<file path="src/rtl/wb_pkg.sv">
// wb_pkg: shared widths, register count and FIFO entry type for the writeback controller
//   DATA_W   result/register width
//   ADDR_W   register address width
//   NUM_REGS number of architectural registers (2^ADDR_W)
//   wb_entry_t  one pending register-file write {addr, data}
package wb_pkg;

    localparam int DATA_W   = 16;
    localparam int ADDR_W   = 4;
    localparam int NUM_REGS = 1 << ADDR_W;

    typedef struct packed {
        logic [ADDR_W-1:0] addr;
        logic [DATA_W-1:0] data;
    } wb_entry_t;

endpackage

</file>
<file path="src/rtl/wb_write_ctrl_if.sv">
// wb_write_ctrl_if: producer handshakes, register-file write port, scoreboard and forwarding query
//   s0_*/s1_*  ALU / memory result handshakes (valid, ready, addr, data)
//   rf_hold    register file cannot take a write this cycle
//   wr_*       registered register-file write port
//   busy_vec   per-register pending-write flags
//   q_addr/q_hit/q_data  forwarding query
//   modport master: producers, register file and issue stage side
//   modport slave:  the writeback controller
interface wb_write_ctrl_if;

    import wb_pkg::*;

    logic                s0_valid;
    logic                s0_ready;
    logic [ADDR_W-1:0]   s0_addr;
    logic [DATA_W-1:0]   s0_data;
    logic                s1_valid;
    logic                s1_ready;
    logic [ADDR_W-1:0]   s1_addr;
    logic [DATA_W-1:0]   s1_data;
    logic                rf_hold;
    logic                wr_en;
    logic [ADDR_W-1:0]   wr_addr;
    logic [DATA_W-1:0]   wr_data;
    logic [NUM_REGS-1:0] busy_vec;
    logic [ADDR_W-1:0]   q_addr;
    logic                q_hit;
    logic [DATA_W-1:0]   q_data;

    modport master (
        output s0_valid, s0_addr, s0_data,
        output s1_valid, s1_addr, s1_data,
        output rf_hold, q_addr,
        input  s0_ready, s1_ready,
        input  wr_en, wr_addr, wr_data,
        input  busy_vec, q_hit, q_data
    );

    modport slave (
        input  s0_valid, s0_addr, s0_data,
        input  s1_valid, s1_addr, s1_data,
        input  rf_hold, q_addr,
        output s0_ready, s1_ready,
        output wr_en, wr_addr, wr_data,
        output busy_vec, q_hit, q_data
    );

endinterface

</file>
<file path="src/rtl/wb_fifo.sv">
// wb_fifo: DEPTH-entry ring taking 0-2 pushes and 0-1 pop per cycle
//   clk, reset  clock, synchronous active-high reset (empties the ring)
//   push_n      number of entries pushed this cycle (0..2); in0 is older than in1
//   in0, in1    entries to push
//   pop         remove the head this cycle (caller guarantees non-empty)
//   head        oldest entry
//   count       occupancy before this cycle's push/pop
//   ordered     (WB_FWD_EN only) entries oldest-first, valid below count
module wb_fifo
    import wb_pkg::*;
#(
    parameter int DEPTH = 4
) (
    input  logic                         clk,
    input  logic                         reset,
    input  logic [1:0]                   push_n,
    input  wb_entry_t                    in0,
    input  wb_entry_t                    in1,
    input  logic                         pop,
    output wb_entry_t                    head,
    output logic [$clog2(DEPTH+1)-1:0]   count
`ifdef WB_FWD_EN
    ,
    output wb_entry_t                    ordered [DEPTH]
`endif
);

    localparam int PW = $clog2(DEPTH);
    localparam int CW = $clog2(DEPTH + 1);

    wb_entry_t       mem [DEPTH];
    logic [PW-1:0]   wr_ptr;
    logic [PW-1:0]   rd_ptr;
    logic [PW-1:0]   wr_ptr1;
    logic [PW-1:0]   wr_ptr2;

    // DEPTH need not be a power of two, so pointers wrap explicitly
    function automatic logic [PW-1:0] nxt(input logic [PW-1:0] p);
        return (p == PW'(DEPTH - 1)) ? '0 : p + PW'(1);
    endfunction

    assign wr_ptr1 = nxt(wr_ptr);
    assign wr_ptr2 = nxt(wr_ptr1);
    assign head    = mem[rd_ptr];

    always_ff @(posedge clk) begin
        if (push_n != 2'd0)
            mem[wr_ptr] <= in0;
        if (push_n == 2'd2)
            mem[wr_ptr1] <= in1;
    end

    always_ff @(posedge clk) begin
        if (reset) begin
            wr_ptr <= '0;
            rd_ptr <= '0;
            count  <= '0;
        end else begin
            wr_ptr <= (push_n == 2'd2) ? wr_ptr2 : (push_n == 2'd1) ? wr_ptr1 : wr_ptr;
            rd_ptr <= pop ? nxt(rd_ptr) : rd_ptr;
            count  <= count + CW'(push_n) - CW'(pop);
        end
    end

`ifdef WB_FWD_EN
    always_comb begin
        for (int i = 0; i < DEPTH; i++)
            ordered[i] = mem[PW'((int'(rd_ptr) + i) % DEPTH)];
    end
`endif

endmodule

</file>
<file path="src/rtl/wb_write_ctrl.sv">
// wb_write_ctrl: writeback controller arbitrating ALU/memory results into the register-file write port
//   clk, reset  clock, synchronous active-high reset
//   bus         wb_write_ctrl_if.slave: s0/s1 valid/ready handshakes, rf_hold,
//               registered wr_en/wr_addr/wr_data, busy_vec scoreboard, q_* forwarding query
//   DEPTH       FIFO entries (2..6)
//   Define WB_FWD_EN to enable the q_hit/q_data forwarding search; otherwise q_* are tied to 0.
module wb_write_ctrl
    import wb_pkg::*;
#(
    parameter int DEPTH = 4
) (
    input  logic     clk,
    input  logic     reset,
    wb_write_ctrl_if.slave bus
);

    localparam int CW = $clog2(DEPTH + 1);
    localparam int SW = $clog2(DEPTH + 2);

    logic [CW-1:0]       occ;
    logic [CW-1:0]       free;
    logic                wide;
    logic                one;
    logic                r0;
    logic                r1;
    logic                acc0;
    logic                acc1;
    logic                pop;
    logic [1:0]          push_n;
    wb_entry_t           e0;
    wb_entry_t           e1;
    wb_entry_t           in0;
    wb_entry_t           in1;
    wb_entry_t           head;
    logic                rr;
    logic                wr_en;
    logic [ADDR_W-1:0]   wr_addr;
    logic [DATA_W-1:0]   wr_data;
    logic [SW-1:0]       cnt [NUM_REGS];
    logic [NUM_REGS-1:0] busy_vec;
    logic                q_hit;
    logic [DATA_W-1:0]   q_data;

    // free space is taken before this cycle's pop, so a full FIFO never accepts
    assign free = CW'(DEPTH) - occ;
    assign wide = free >= CW'(2);
    assign one  = free == CW'(1);

    // with a single free slot the favoured source gets it if valid, else the other one
    assign r0 = !reset && (wide || (one && (rr ? !bus.s1_valid : bus.s0_valid)));
    assign r1 = !reset && (wide || (one && (rr ? bus.s1_valid : !bus.s0_valid)));

    assign acc0   = bus.s0_valid && r0;
    assign acc1   = bus.s1_valid && r1;
    assign push_n = {1'b0, acc0} + {1'b0, acc1};
    assign pop    = (occ != '0) && !bus.rf_hold;

    assign e0 = '{addr: bus.s0_addr, data: bus.s0_data};
    assign e1 = '{addr: bus.s1_addr, data: bus.s1_data};

    // in0 is the older slot: on a double accept it takes the rr-favoured source
    assign in0 = (acc0 && acc1) ? (rr ? e1 : e0) : (acc0 ? e0 : e1);
    assign in1 = rr ? e0 : e1;

`ifdef WB_FWD_EN
    wb_entry_t ordered [DEPTH];
`endif

    wb_fifo #(.DEPTH(DEPTH)) u_fifo (
        .clk     (clk),
        .reset   (reset),
        .push_n  (push_n),
        .in0     (in0),
        .in1     (in1),
        .pop     (pop),
        .head    (head),
        .count   (occ)
`ifdef WB_FWD_EN
        ,
        .ordered (ordered)
`endif
    );

    always_ff @(posedge clk) begin
        if (reset) begin
            wr_en   <= 1'b0;
            wr_addr <= '0;
            wr_data <= '0;
            rr      <= 1'b0;
        end else begin
            wr_en <= pop;
            if (pop) begin
                wr_addr <= head.addr;
                wr_data <= head.data;
            end
            if (bus.s0_valid && bus.s1_valid)
                rr <= !rr;
        end
    end

    // counts every pending write to a register until it commits on the write port
    always_ff @(posedge clk) begin
        for (int r = 0; r < NUM_REGS; r++) begin
            if (reset)
                cnt[r] <= '0;
            else
                cnt[r] <= cnt[r]
                        + SW'(acc0 && (bus.s0_addr == ADDR_W'(r)))
                        + SW'(acc1 && (bus.s1_addr == ADDR_W'(r)))
                        - SW'(wr_en && (wr_addr == ADDR_W'(r)));
        end
    end

    always_comb begin
        busy_vec = '0;
        for (int r = 0; r < NUM_REGS; r++)
            busy_vec[r] = cnt[r] != '0;
    end

`ifdef WB_FWD_EN
    // oldest first, so later (younger) matches override earlier ones
    always_comb begin
        q_hit  = wr_en && (wr_addr == bus.q_addr);
        q_data = q_hit ? wr_data : '0;
        for (int i = 0; i < DEPTH; i++) begin
            if ((CW'(i) < occ) && (ordered[i].addr == bus.q_addr)) begin
                q_hit  = 1'b1;
                q_data = ordered[i].data;
            end
        end
    end
`else
    assign q_hit  = 1'b0;
    assign q_data = '0;
`endif

    assign bus.s0_ready = r0;
    assign bus.s1_ready = r1;
    assign bus.wr_en    = wr_en;
    assign bus.wr_addr  = wr_addr;
    assign bus.wr_data  = wr_data;
    assign bus.busy_vec = busy_vec;
    assign bus.q_hit    = q_hit;
    assign bus.q_data   = q_data;

endmodule

</file>
<file path="src/flat_wrapper.sv">
// flat-port wrapper written by rule: the top's interface ports become plain ports
module wb_write_ctrl_flat import wb_pkg::*;
#(
    parameter int DEPTH = 4
)
  (clk, reset, bus_s0_valid, bus_s0_addr, bus_s0_data, bus_s1_valid, bus_s1_addr, bus_s1_data, bus_rf_hold, bus_q_addr, bus_s0_ready, bus_s1_ready, bus_wr_en, bus_wr_addr, bus_wr_data, bus_busy_vec, bus_q_hit, bus_q_data);
  wb_write_ctrl_if bus_i ();
  input  logic clk;
  input  logic reset;
  input wire logic [$bits(bus_i.s0_valid)-1:0] bus_s0_valid;
  input wire logic [$bits(bus_i.s0_addr)-1:0] bus_s0_addr;
  input wire logic [$bits(bus_i.s0_data)-1:0] bus_s0_data;
  input wire logic [$bits(bus_i.s1_valid)-1:0] bus_s1_valid;
  input wire logic [$bits(bus_i.s1_addr)-1:0] bus_s1_addr;
  input wire logic [$bits(bus_i.s1_data)-1:0] bus_s1_data;
  input wire logic [$bits(bus_i.rf_hold)-1:0] bus_rf_hold;
  input wire logic [$bits(bus_i.q_addr)-1:0] bus_q_addr;
  output wire logic [$bits(bus_i.s0_ready)-1:0] bus_s0_ready;
  output wire logic [$bits(bus_i.s1_ready)-1:0] bus_s1_ready;
  output wire logic [$bits(bus_i.wr_en)-1:0] bus_wr_en;
  output wire logic [$bits(bus_i.wr_addr)-1:0] bus_wr_addr;
  output wire logic [$bits(bus_i.wr_data)-1:0] bus_wr_data;
  output wire logic [$bits(bus_i.busy_vec)-1:0] bus_busy_vec;
  output wire logic [$bits(bus_i.q_hit)-1:0] bus_q_hit;
  output wire logic [$bits(bus_i.q_data)-1:0] bus_q_data;
  assign bus_i.s0_valid = bus_s0_valid;
  assign bus_i.s0_addr = bus_s0_addr;
  assign bus_i.s0_data = bus_s0_data;
  assign bus_i.s1_valid = bus_s1_valid;
  assign bus_i.s1_addr = bus_s1_addr;
  assign bus_i.s1_data = bus_s1_data;
  assign bus_i.rf_hold = bus_rf_hold;
  assign bus_i.q_addr = bus_q_addr;
  assign bus_s0_ready = bus_i.s0_ready;
  assign bus_s1_ready = bus_i.s1_ready;
  assign bus_wr_en = bus_i.wr_en;
  assign bus_wr_addr = bus_i.wr_addr;
  assign bus_wr_data = bus_i.wr_data;
  assign bus_busy_vec = bus_i.busy_vec;
  assign bus_q_hit = bus_i.q_hit;
  assign bus_q_data = bus_i.q_data;
  wb_write_ctrl #(.DEPTH(DEPTH)) u_core (.clk(clk), .reset(reset), .bus(bus_i));
endmodule
</file>
<file path="config.mk">
export PLATFORM = sky130hd
export DESIGN_NAME = wb_write_ctrl_flat
export DESIGN_NICKNAME = d
export VERILOG_FILES = /design/src/rtl/wb_pkg.sv /design/src/rtl/wb_write_ctrl_if.sv /design/src/rtl/wb_fifo.sv /design/src/rtl/wb_write_ctrl.sv /design/src/flat_wrapper.sv
export SDC_FILE = /design/constraint.sdc
export NUM_CORES = 1
export LEC_CHECK = 0
export ABC_AREA = 1
export BUFFER_PORTS_ARGS = -buffer_cell sky130_fd_sc_hd__buf_4
export CAP_MARGIN = 0
export CORE_MARGIN = 4
export CORE_UTILIZATION = 35
export DETAILED_ROUTE_END_ITERATION = 6
export GPL_ROUTABILITY_DRIVEN = 1
export PLACE_DENSITY = 0.52
export SYNTH_ARGS = -nofsm -noshare
export SYNTH_HDL_FRONTEND = slang
export SYNTH_SLANG_ARGS = --single-unit
</file>
<file path="constraint.sdc">
create_clock -name clk -period 9.8 [get_ports clk]
set_clock_uncertainty 0.1 [all_clocks]
set_input_delay 1.96 -clock clk [delete_from_list [all_inputs] [get_ports clk]]
set_output_delay 1.96 -clock clk [all_outputs]
set_load 0.02 [all_outputs]
</file>
==> out/metrics.yaml, run 1 <==
detailed_routing:
  vias: 8170
  post_drt_wl_per_cell_microns: 16.8
  antenna_left: 0
  wl_microns: 27800
  first_iter_violations: 737
  viasPerCell: 4.94
  first_pass_iters: 5
  drc: 0
synthesis:
  synth_seq_cells: 157
  synthCells: 1252
  synth_seq_area_share: 0.411
  synth_top_cell_area_share: 0.251
  synth_area_sq_um: 9590
  yosysWarnings: 0
  ys_top_cells_by_area: "edfxtp_1 25%, dfxtp_1 16%, nand2_1 12%, fa_1 6.9%, inv_1 6.2%"
  ys_types: 33
  synth_top_area_cell: "edfxtp_1"
  avgSynthCellArea_sq_um: 7.66
floorplan:
  die_h_microns: 173
  initial_core_util: 0.356
  die_w_microns: 173
  ios: 105
  core_sq_um: 27000
  die-area_sq_um: 30100
  rows: 60
layout:
  nNetsFinal: 1417
  drive_above_1_share: 0.111
  fin_area_sq_um: 11000
  area_growth_pct: 15.0
  postLayoutCoreUtil: 0.409
  fin_cells: 1655
  fillCellCount: 2778
  diodes: 0
min_path:
  hold_class: "reg -> reg"
sta:
  finalCritPeriodShare: 0.607
  grt_setup_unrepaired: "no"
  finalSetupViolations: 0
  slew_headroom: 0.313
  fmax_mhz: 168
  finalSetupTns_ns: 0
  timing.hold.ws_ns: 0.434
  maxSlewViolCount: 0
  hold_viol: 0
  worst_pin_slew_ns: 1.03
  min_period_ns: 5.95
setup_path:
  startpoint_type: "primary input"
  crit_arrival_ns: 3.89
  path_class: "in -> out"
  slowest_stage: "buf_4"
  path_cells: "buf_4, inv_1, buf_4, nand2_1, inv_1, buf_4"
  endpoint_kind: "output port"
  cpMostUsedCell: "buf_4"
  slowest_delay_ns: 0.58
  required_ns: 7.74
  path_max_fanout: 71
  critical-path-top-delay-family: "buffers and inverters"
  path_buf_inv: 5
global_routing:
  grt_max_degree: 72
  grt_antenna_before_repair: 0
  grt_pass1_wl_microns: 44500
  grt_pass1_vias: 8044
  grt-ovfl-total: 0
  grtUsageTotal: 0.186
clocking:
  clk_pin_slew_ns: 0.07
  cts_tree: "yes"
  cts_setup_buffers: 0
  clock-sinks: 157
  clkLatencyLatePin_ns: 0.43
  clock_path_buffers: 2
  cts_resized: 0
  hold_buffers: 0
  clockRootBuffer: "clkbuf_16"
  htree_levels: 4
  cts_made_buffers: 17
power_and_ir_drop:
  pwr_density_cell_nw_per_um2: 216
  peakVddDrop_mv: 0.101
  leakage_uw: 0.00499
outcome:
  status: "finished clean"
placement:
  dp.cells: 1623
  dp_hpwl_microns: 17500
  io_buffers: 83
  place_area_sq_um: 10400
  globalplace.congestion: 0.804
flow_run:
  cap_violations: 0
==> metal layers <==
layer	up-vias	track usage	share of wire	wire (microns)
met5	-	0	0	0
met4	0	0.0429	0.0084	234
met3	23	0.0393	0.067	1880
met2	234	0.302	0.46	12800
met1	3837	0.257	0.46	12900
li1	4076	-	-	-
==> Yosys cell counts <==
cell type / count
dfxtp_1: 77
nor3b_1: 1
nand3_1: 116
nor4_1: 1
xor2_1: 19
buf_1: 5
nand4_1: 20
edfxtp_1: 80
o21ai_1: 4
nand2_2: 1
nand3_4: 1
or3_1: 1
nor2_1: 150
clkinv_1: 1
inv_2: 1
clkbuf_2: 1
nand2_1: 312
conb_1: 1
or2_2: 8
inv_1: 159
o21ai_0: 83
buf_4: 19
nand3_2: 2
o211ai_1: 11
nor3_1: 6
ha_1: 34
clkbuf_1: 49
xnor2_1: 6
o22ai_1: 20
a21oi_1: 22
fa_1: 33
buf_2: 7
nor2_2: 1
==> sequential cells by signal, indices dropped and copies added (netlist names) <==
name	flops
u_core.u_fifo.count	3
u_core.u_fifo.wr_ptr	2
u_core.bus.wr_data	16
u_core.rr	1
u_core.bus.wr_addr	4
u_core.cnt	48
u_core.u_fifo.rd_ptr	2
u_core.u_fifo.mem	80
u_core.bus.wr_en	1
==> placed cells by master, fill, tap and decap left out, types with 2 or more instances in the layout <==
cell type,instances
o21ai_2,3
ha_1,34
conb_1,17
buf_4,95
o211ai_1,11
fa_1,33
o21ai_0,79
inv_6,2
nand3_1,116
o22ai_1,20
edfxtp_1,80
clkbuf_16,17
clkinvlp_4,4
nand2_1,312
or2_2,8
clkinv_8,2
xor2_1,19
nand3_2,2
dfxtp_1,76
nand4_1,20
a21oi_1,22
o21ai_1,4
nor3_1,6
inv_1,159
xnor2_1,6
nor2_1,150
inv_8,5
==> final cells by class <==
type | instances | area, sq um | area share
clock buffer | 17 | 425 | 0.0386
clock inverter | 15 | 175 | 0.0159
inverter | 161 | 604 | 0.0548
multi-input combinational | 869 | 4730 | 0.429
sequential | 157 | 3950 | 0.358
tap | 341 | 427 | 0.0387
timing repair buffer | 95 | 713 | 0.0647
==> tightest hold or removal path: stages (launching register included) <==
cell and delay, ns:
dfxtp_1 0.30, inv_1 0.07, xor2_1 0.06, nor2_1 0.07
==> power breakdown <==
group          internal (uW)  switching (uW)
sequential               840            71.4
clock                    365             311
combinational            260             540
total                   1460             922
==> per-stage QoR <==
step | power, uW | setup WS, ns
after detailed placement | 1730 | 3.72
after CTS | 2410 | 3.81
after global placement | 1720 | 3.73
final | 2390 | 3.85
after floorplan | 1440 | 4.97
after global routing | 2550 | 3.69
==> worst paths after layout <==
path | startpoint | endpoint | slack, ns | depth (start not counted)
max | reset | bus_s0_ready | 3.85 | 6
min | u_core.cnt[13][2]$_SDFF_PP0_ | u_core.cnt[13][2]$_SDFF_PP0_ | 0.43 | 3
max reg2reg | u_core.u_fifo.count[0]$_SDFF_PP0_ | u_core.u_fifo.mem[3][0]$_DFFE_PP_ | 4.85 | 14
min reg2reg | u_core.cnt[13][2]$_SDFF_PP0_ | u_core.cnt[13][2]$_SDFF_PP0_ | 0.43 | 3
==> cell families after synthesis <==
family	count (synthesis)	synth area share
AOI/OAI and AO/OA	140	0.0786
xor gates and xnor gates	25	0.0228
adders and majority gates	67	0.113
buffers and inverters	242	0.103
DFF	157	0.411
other	1	0.000391
and+or+nand+nor	620	0.270
(Power assumes the default switching activity.)
==> inputs of run 2 (changes only) <==
- clock period: 9.8 -> 5.7 ns (I/O delays scaled with it)
==> out/metrics.yaml, run 2 (synthesis results as in run 1) <==
outcome:
  status: "finished clean"
setup_path:
  path_class: "reg -> reg"
  startpoint_type: "flip-flop"
  crit_arrival_ns: 4.41
  path_max_fanout: 29
  required_ns: 5.77
  endpoint_kind: "flip-flop"
layout:
  fillCellCount: 2759
  diodes: 0
  layout_commonest_cell: "nand2_1"
  max_flop_register: "u_core.u_fifo.mem"
  final_cell_mix: "312 x nand2_1, 159 x inv_1, 150 x nor2_1, 116 x nand3_1, 105 x buf_4"
  nNetsFinal: 1427
  top_regs: "u_core.u_fifo.mem (80), u_core.cnt (48), u_core.bus.wr_data (16)"
  largest_reg_flops: 80
  area_growth_pct: 15.7
  drive_above_1_share: 0.118
global_routing:
  grt_max_degree: 71
  grt_pass1_wl_microns: 44000
  grt-ovfl-total: 0
  grtUsageTotal: 0.184
  grt_antenna_before_repair: 0
  grt_pass1_vias: 7866
clocking:
  htree_levels: 4
  cts_resized: 0
  clock-sinks: 157
  clkLatencyLatePin_ns: 0.43
  clk_pin_slew_ns: 0.07
  cts_made_buffers: 17
  cts_setup_buffers: 0
  cts_tree: "yes"
  clockRootBuffer: "clkbuf_16"
  hold_buffers: 0
  clock_path_buffers: 2
flow_run:
  cap_violations: 0
placement:
  io_buffers: 83
  place_ws_ns: 0.996
  dp_hpwl_microns: 18000
  globalplace.congestion: 0.822
sta:
  fmax_mhz: 230
  timing.hold.ws_ns: 0.437
  finalSetupViolations: 0
  finalSetupTns_ns: 0
  layout_setup_ws_ns: 1.36
  grt_setup_unrepaired: "no"
  hold_viol: 0
  min_period_ns: 4.34
  slew_headroom: 0.362
  finalCritPeriodShare: 0.761
  maxSlewViolCount: 0
  worst_pin_slew_ns: 0.956
power_and_ir_drop:
  pwr_density_cell_nw_per_um2: 372
  peakVddDrop_mv: 0.165
  leakage_uw: 0.00505
detailed_routing:
  post_drt_wl_per_cell_microns: 16.5
  drc: 0
  viasPerCell: 4.91
  vias: 8178
  antenna_left: 0
  first_pass_iters: 6
  wl_microns: 27400
  first_iter_violations: 553
floorplan:
  rows: 60
  die_h_microns: 173
  initial_core_util: 0.356
  die-area_sq_um: 30100
  core_sq_um: 27000
  die_w_microns: 173
  ios: 105
min_path:
  hold_class: "reg -> reg"
==> run 2: changes by cell type in the layout (fill, tap and decap cells not counted) <==
| cell | change |
|---|---|
| clkinvlp_4 | -3 |
| inv_8 | -3 |
| bufinv_16 | +1 |
| clkinv_8 | -2 |
| o21ai_4 | -1 |
| clkinv_2 | +1 |
| clkinv_4 | +1 |
| buf_4 | +10 |
| o21ai_2 | +1 |
| inv_6 | +5 |
==> run 2: through the flow <==
step | total power [uW] | std cells | util | cell area, sq um
3_5_place_dp | 2980 | 1633 | 0.389 | 10500
2_1_floorplan | 2480 | 1268 | - | 9650
6_report | 4130 | 1665 | 0.412 | 11100
5_1_grt | 4420 | 1665 | 0.412 | 11100
4_1_cts | 4170 | 1665 | 0.412 | 11100
3_3_place_gp | 2970 | 1633 | 0.389 | 10500
==> run 2: cell type report <==
| cell class | instances | area (sq um) | share of cell area |
|---|---|---|---|
| multi-input combinational | 869 | 4730 | 0.426 |
| sequential | 157 | 3950 | 0.356 |
| timing repair buffer | 105 | 788 | 0.0711 |
| inverter | 161 | 604 | 0.0545 |
| tap | 341 | 427 | 0.0385 |
| clock buffer | 17 | 425 | 0.0384 |
| clock inverter | 15 | 174 | 0.0157 |
==> run 2: per-layer routing <==
| metal | global-route usage | wire length [microns] | vias up | share of wire |
|---|---|---|---|---|
| li1 | - | - | 4097 | - |
| met2 | 0.293 | 12600 | 251 | 0.46 |
| met5 | 0 | 0 | - | 0 |
| met3 | 0.0327 | 1600 | 29 | 0.058 |
| met1 | 0.260 | 12900 | 3801 | 0.47 |
| met4 | 0.0429 | 318 | 0 | 0.012 |
==> run 2: worst paths after layout <==
path,from,endpoint,cells past startpoint,slack [ns]
setup / recovery,u_core.u_fifo.count[1]$_SDFF_PP0_,u_core.u_fifo.mem[1][2]$_DFFE_PP_,13,1.36
hold / removal,u_core.cnt[12][2]$_SDFF_PP0_,u_core.cnt[12][2]$_SDFF_PP0_,3,0.44
setup reg to reg,u_core.u_fifo.count[1]$_SDFF_PP0_,u_core.u_fifo.mem[1][2]$_DFFE_PP_,13,1.36
hold reg to reg,u_core.cnt[12][2]$_SDFF_PP0_,u_core.cnt[12][2]$_SDFF_PP0_,3,0.44
==> run 2: report_power, final <==
part           internal [uW]  leakage, uW  switching, uW  total, uW
sequential              1440      0.00136           77.1       1520
combinational            461      0.00339            959       1420
clock                    662     0.000294            526       1190
total                   2570      0.00505           1560       4130
==> run 2: critical path: stages (launching register included) <==
cell and delay [ns]:
dfxtp_1 0.38, inv_1 0.08, ha_1 0.18, ha_1 0.28, nor3b_1 0.59, nand2_2 0.17, nand3_4 0.34, inv_1 0.12
ha_1 0.46, nand2_1 0.16, buf_4 0.35, inv_1 0.53, nand2_1 0.22, nand2_1 0.08
